$ cat src/rtl/bias_gradient_updater.sv
// Bias update stage of the backward pass: accumulates a batch of dL/dZ gradients,
// scales the sum by the learning rate and subtracts the step from the bias (signed Q8.8).
module bias_gradient_updater #(
    parameter int BATCH_SIZE = 4,
    parameter int ACC_WIDTH  = 24,
    parameter int CNT_WIDTH  = 8
) (
    input  logic                 clk,
    input  logic                 rst,
    input  logic                 grad_valid_in,
    input  logic [15:0]          grad_data_in,
    input  logic [15:0]          lr_in,
    input  logic                 bias_load_in,
    input  logic [15:0]          bias_init_in,
    output logic                 grad_ready_out,
    output logic [15:0]          bias_out,
    output logic                 bias_update_valid_out,
    output logic [CNT_WIDTH-1:0] sample_count_out,
    output logic                 drop_sticky_out
);

    localparam int PW = ACC_WIDTH + 16;
    localparam logic [CNT_WIDTH-1:0] LAST_IDX = CNT_WIDTH'(BATCH_SIZE - 1);
    localparam logic [ACC_WIDTH-1:0] ACC_MAX = {1'b0, {(ACC_WIDTH-1){1'b1}}};
    localparam logic [ACC_WIDTH-1:0] ACC_MIN = {1'b1, {(ACC_WIDTH-1){1'b0}}};

    typedef enum logic [1:0] {
        ST_ACCUM = 2'd0,
        ST_SCALE = 2'd1,
        ST_APPLY = 2'd2
    } state_t;

    state_t                 state, state_next;
    logic [ACC_WIDTH-1:0]   acc;
    logic [CNT_WIDTH-1:0]   count;
    logic [15:0]            step;

    logic [ACC_WIDTH:0]     acc_sum;
    logic [ACC_WIDTH-1:0]   acc_sat;
    logic signed [PW-1:0]   acc_ext, lr_ext, prod, prod_shr;
    logic [15:0]            step_sat;
    logic [16:0]            bias_diff;
    logic [15:0]            bias_sat;

    assign grad_ready_out   = (state == ST_ACCUM);
    assign sample_count_out = count;

    // Accumulate one bit wider so overflow shows up as a mismatch of the top two bits.
    assign acc_sum = {acc[ACC_WIDTH-1], acc}
                   + {{(ACC_WIDTH-15){grad_data_in[15]}}, grad_data_in};

    always_comb begin
        acc_sat = acc_sum[ACC_WIDTH-1:0];
        if (acc_sum[ACC_WIDTH] != acc_sum[ACC_WIDTH-1])
            acc_sat = acc_sum[ACC_WIDTH] ? ACC_MIN : ACC_MAX;
    end

    // Both operands are pre-extended to the full product width so the multiply is exact.
    assign acc_ext  = {{16{acc[ACC_WIDTH-1]}}, acc};
    assign lr_ext   = {{ACC_WIDTH{lr_in[15]}}, lr_in};
    assign prod     = acc_ext * lr_ext;
    assign prod_shr = prod >>> 8;

    always_comb begin
        step_sat = prod_shr[15:0];
        if (!((&prod_shr[PW-1:15]) || !(|prod_shr[PW-1:15])))
            step_sat = prod_shr[PW-1] ? 16'h8000 : 16'h7fff;
    end

    assign bias_diff = {bias_out[15], bias_out} - {step[15], step};

    always_comb begin
        bias_sat = bias_diff[15:0];
        if (bias_diff[16] != bias_diff[15])
            bias_sat = bias_diff[16] ? 16'h8000 : 16'h7fff;
    end

    always_comb begin
        state_next = state;
        if (bias_load_in) begin
            state_next = ST_ACCUM;
        end else begin
            case (state)
                ST_ACCUM: if (grad_valid_in && count == LAST_IDX) state_next = ST_SCALE;
                ST_SCALE: state_next = ST_APPLY;
                ST_APPLY: state_next = ST_ACCUM;
                default:  state_next = ST_ACCUM;
            endcase
        end
    end

    always_ff @(posedge clk) begin
        if (rst) begin
            state                 <= ST_ACCUM;
            acc                   <= '0;
            count                 <= '0;
            step                  <= '0;
            bias_out              <= '0;
            bias_update_valid_out <= 1'b0;
            drop_sticky_out       <= 1'b0;
        end else begin
            state                 <= state_next;
            bias_update_valid_out <= 1'b0;
            if (bias_load_in) begin
                bias_out        <= bias_init_in;
                acc             <= '0;
                count           <= '0;
                drop_sticky_out <= 1'b0;
            end else begin
                // No backpressure upstream: samples outside ACCUM are lost and flagged.
                if (grad_valid_in && state != ST_ACCUM)
                    drop_sticky_out <= 1'b1;
                case (state)
                    ST_ACCUM: begin
                        if (grad_valid_in) begin
                            acc   <= acc_sat;
                            count <= count + 1'b1;
                        end
                    end
                    ST_SCALE: step <= step_sat;
                    ST_APPLY: begin
                        bias_out              <= bias_sat;
                        bias_update_valid_out <= 1'b1;
                        acc                   <= '0;
                        count                 <= '0;
                    end
                    default: ;
                endcase
            end
        end
    end

endmodule
$ cat config.mk
export PLATFORM = sky130hd
export DESIGN_NAME = bias_gradient_updater
export DESIGN_NICKNAME = d
export VERILOG_FILES = /design/src/rtl/bias_gradient_updater.sv
export SDC_FILE = /design/constraint.sdc
export NUM_CORES = 1
export LEC_CHECK = 0
export ABC_CLOCK_PERIOD_IN_PS = 9160
export CORE_MARGIN = 1.5
export CORE_UTILIZATION = 58
export CTS_CLUSTER_SIZE = 20
export DETAILED_ROUTE_END_ITERATION = 8
export HOLD_SLACK_MARGIN = 0.12
export PLACE_DENSITY = 0.8
export RECOVER_POWER = 50
export SYNTH_ARGS = -nofsm -noshare
export SYNTH_HDL_FRONTEND = slang
export SYNTH_SLANG_ARGS = --single-unit
$ cat constraint.sdc
create_clock -name clk -period 9.16 [get_ports clk]
set_input_delay 2.748 -clock clk [delete_from_list [all_inputs] [get_ports clk]]
set_output_delay 2.748 -clock clk [all_outputs]
set_load 0.01 [all_outputs]
==> impl_metrics.json <==
{
  "clk_latency_ns": 0.37,
  "synthesis.area_sq_um": 18700,
  "r2r_slack_ns": 1.60,
  "met3_length_um": 5060,
  "setup_tns_ns": -1.78,
  "syn2layout_area_growth_pct": 21.7,
  "wl_um": 54700,
  "clk_pin_slew_ns": 0.06,
  "grt_pass1_wl_um": 83000,
  "pwr-share-clk_pct": 6.6,
  "drtIter0Drc": 1360,
  "synth_top_family_by_area": "adder cells",
  "cp.arrival_ns": 9.57,
  "drtPass1Iterations": 6,
  "postLayoutCellArea_sq_um": 22800,
  "synthAdderAreaFrac_pct": 49.4,
  "yosysSeqAreaShare_pct": 7.27,
  "synthSimpleGateAreaFrac_pct": 16.3,
  "synth-xor-area-share_pct": 3.51,
  "finalCritPeriodShare_pct": 102,
  "synth_edf_count": 0,
  "final-hold-violation-count": 0,
  "start_kind": "input port",
  "grt_max_degree": 38,
  "met2_length_um": 26400,
  "wl_met1_um": 20300,
  "layoutNonFillerInstCount": 2792,
  "synthesis.instances": 2152,
  "critPathCaptureType": "register",
  "fin_nets": 2948,
  "antenna_left": 0,
  "synth_ff_type": "dfxtp_1",
  "drc": 0,
  "yosysWarnings": 0,
  "finalWorstSetupSlack_ns": -0.161,
  "vias_per_cell": 5.81,
  "finalSetupViolations": 15,
  "synthMuxAreaShare_pct": 0.134,
  "ir_worst_vdd_mv": 0.244,
  "fillers": 2174,
  "min_from": "drop_sticky_out",
  "boundaryPins": 79,
  "path_class": "in -> reg",
  "die_area_sq_um": 33400,
  "outcome": "complete, but fails checks",
  "worstPathRequired_ns": 9.40,
  "combPwrFrac_pct": 87.1,
  "syn_nets": 2715,
  "syn_area_per_cell_sq_um": 8.70,
  "dp_hpwl_um": 39700,
  "synthDistinctLibCells": 87,
  "std_cell_rows": 65,
  "min_period_ns": 9.32,
  "r2r_start": "acc[9]",
  "wire_per_inst_um": 19.6,
  "die_height_um": 183,
  "pre_cts_ws_ns": -0.841,
  "antenna_found_initial": 1,
  "swShare_pct": 48.5,
  "h-tree-depth": 3,
  "cts_root_buf": "clkbuf_16",
  "rsz0062_at_grt": "true",
  "gp_routability_congestion": 0.893,
  "max_freq_mhz": 107,
  "power_leakage_nw": 11.2,
  "die_w_um": 183,
  "clk_path_buf_depth": 2,
  "violations": "setup timing",
  "p_sw_mw": 2.93,
  "start_util_pct": 59.2,
  "placed_cell_area_sq_um": 21100,
  "grt_overflow": 0,
  "core_area_sq_um": 31600,
  "p_per_area_nw_per_um2": 265,
  "worstMarginPinSlew_ns": 0.952,
  "drive_above_1_share_pct": 17.9,
  "hold_buffers": 0,
  "synth_compound_area_share_pct": 11.2,
  "grt_usage_pct": 31.4,
  "slew_headroom_pct": 36.5,
  "cts_num_sinks": 68,
  "cts_tree": "done",
  "synth-seq-cells": 68,
  "synthArstFlopShare_pct": 0,
  "pwr-share-seq_pct": 6.3,
  "min_path_cells": 2,
  "p_int_mw": 3.11,
  "r2r_cells": 26,
  "routed.top_layer": "met4",
  "path_max_fanout": 9,
  "clock_skew_ns": 0.0216,
  "grt_pass1_vias": 17100,
  "io_buffer_count": 78,
  "cts_inserted_buffers": 9,
  "n_antenna_cell": 0,
  "slew_viol_final": 0,
  "multi_input_area_sq_um": 15700,
  "num_vias": 16200,
  "cap_viol_max_count": 0,
  "ff_latch_area_sq_um": 1360,
  "crit_start": "lr_in[4]",
  "hold_class": "reg -> reg",
  "dp.cells": 2721,
  "fin_util_pct": 72.0
}
-- synthesized netlist by cell type (6+ instances only) --
master     count  area (sq um)
a221o_1       23           230
o221a_2       11           124
fa_1         375          7510
or3_1         10          62.6
dfxtp_1       68          1360
o211ai_1       7          52.6
o22ai_1        8          50.1
a211oi_1      10          75.1
o21bai_1       6          45.0
xor2_1        26           228
nor2b_1        6          37.5
nand2_1      269          1010
nor2_1        85           319
buf_2         10          50.1
nor3_1        19          95.1
buf_6          6          67.6
nand3_1       19          95.1
inv_1        475          1780
a31oi_1        7          43.8
nand2b_1      15          93.8
a21o_1        26           195
nand4_1       26           163
xnor2_1       49           429
o21a_1        10          75.1
ha_1         136          1700
and2_1       150           938
a21oi_2        7          61.3
o21ai_1        6          30.0
clkbuf_1      71           267
o21ai_0       38           190
a2111oi_0      9          78.8
a21oi_1       71           355
-- critical path: stages --
cell and delay, ns:
buf_4 0.16, clkbuf_16 0.18, and2_1 0.18, fa_1 0.53, inv_1 0.05, fa_1 0.45, fa_1 0.52, inv_1 0.12
fa_1 0.56, fa_1 0.51, inv_1 0.06, fa_1 0.53, inv_1 0.08, ha_4 0.25, a21oi_2 0.15, buf_4 0.13
o211ai_1 0.11, a21boi_2 0.19, a21bo_2 0.19, nand4_1 0.15, a221oi_2 0.33, xnor2_1 0.18, or3_4 0.37, nor4_4 0.20
buf_4 0.18, o21ai_2 0.12, o221a_2 0.32
-- layout by cell type (no fill, tap or decap), types with 22 or more instances in the layout --
master           netlist  routed
dfxtp_1               68      68
a21o_1                26      26
xor2_1                26      22
nand2_1              269     260
nor2_1                85      81
fa_1                 375     356
clkbuf_16              0      25
buf_4                  3     195
a221o_1               23      23
a21oi_1               71      64
nand4_1               26      26
clkdlybuf4s50_1        0      38
dlygate4sd3_1          0      25
ha_1                 136     115
xnor2_1               49      49
and2_1               150     142
inv_1                475     460
o21ai_0               38      35
-- stage by stage --
step / hold slack (ns) / total power [mW]
final: 0.460 / 6.04
after global routing: 0.482 / 6.55
after CTS: 0.470 / 5.43
after floorplan: 0.454 / 3.16
after global placement: 0.447 / 4.79
after detailed placement: 0.455 / 4.87
-- repair_timing --
action	in CTS	in global routing
endpoints found under the hold margin	0	0
buffers inserted	1	36
resized for setup	24	185
pin swaps	4	67
gates cloned	0	18
setup endpoints to repair	16	16
-- cell families (layout without fill, tap and decap cells) --
group	count (synthesis)	count (layout)
simple gates	629	629
buf+inv	573	810
fa+ha+maj	515	515
compound gates	290	291
xor+xnor	75	75
flops	68	68
mux	2	2
-- final cells by class --
class | count | share of cell area [%]
Clock inverter | 5 | 0.373
Sequential cell | 68 | 5.97
Multi-Input combinational cell | 1512 | 68.7
Tap cell | 402 | 2.21
Clock buffer | 11 | 1.06
Timing Repair Buffer | 318 | 13.8
Inverter | 476 | 7.84
-- registers in the layout (all words and copies together) (netlist names) --
name                   cells
acc                       24
bias_out                  16
step                      16
sample_count_out           8
state                      2
bias_update_valid_out      1
drop_sticky_out            1
-- worst paths after layout --
path,to
setup / recovery,step[3]
setup reg to reg,step[3]
hold reg to reg,drop_sticky_out
hold / removal,drop_sticky_out
-- metal layers --
layer	GRT usage, %	up-vias
met3	4.71	245
met2	54.1	818
met4	16.4	0
met5	0	-
li1	-	7148
met1	38.4	8008
-- power groups by stage --
stage / Combinational (mW) / Clock [mW] / Sequential, mW
after global placement: 4.41 / 0 / 0.377
after CTS: 4.66 / 0.398 / 0.372
after floorplan: 2.83 / 0 / 0.335
after detailed placement: 4.50 / 0 / 0.378
final: 5.26 / 0.401 / 0.378
after global routing: 5.76 / 0.413 / 0.379
No activity file was read; power rests on OpenSTA's default activity.
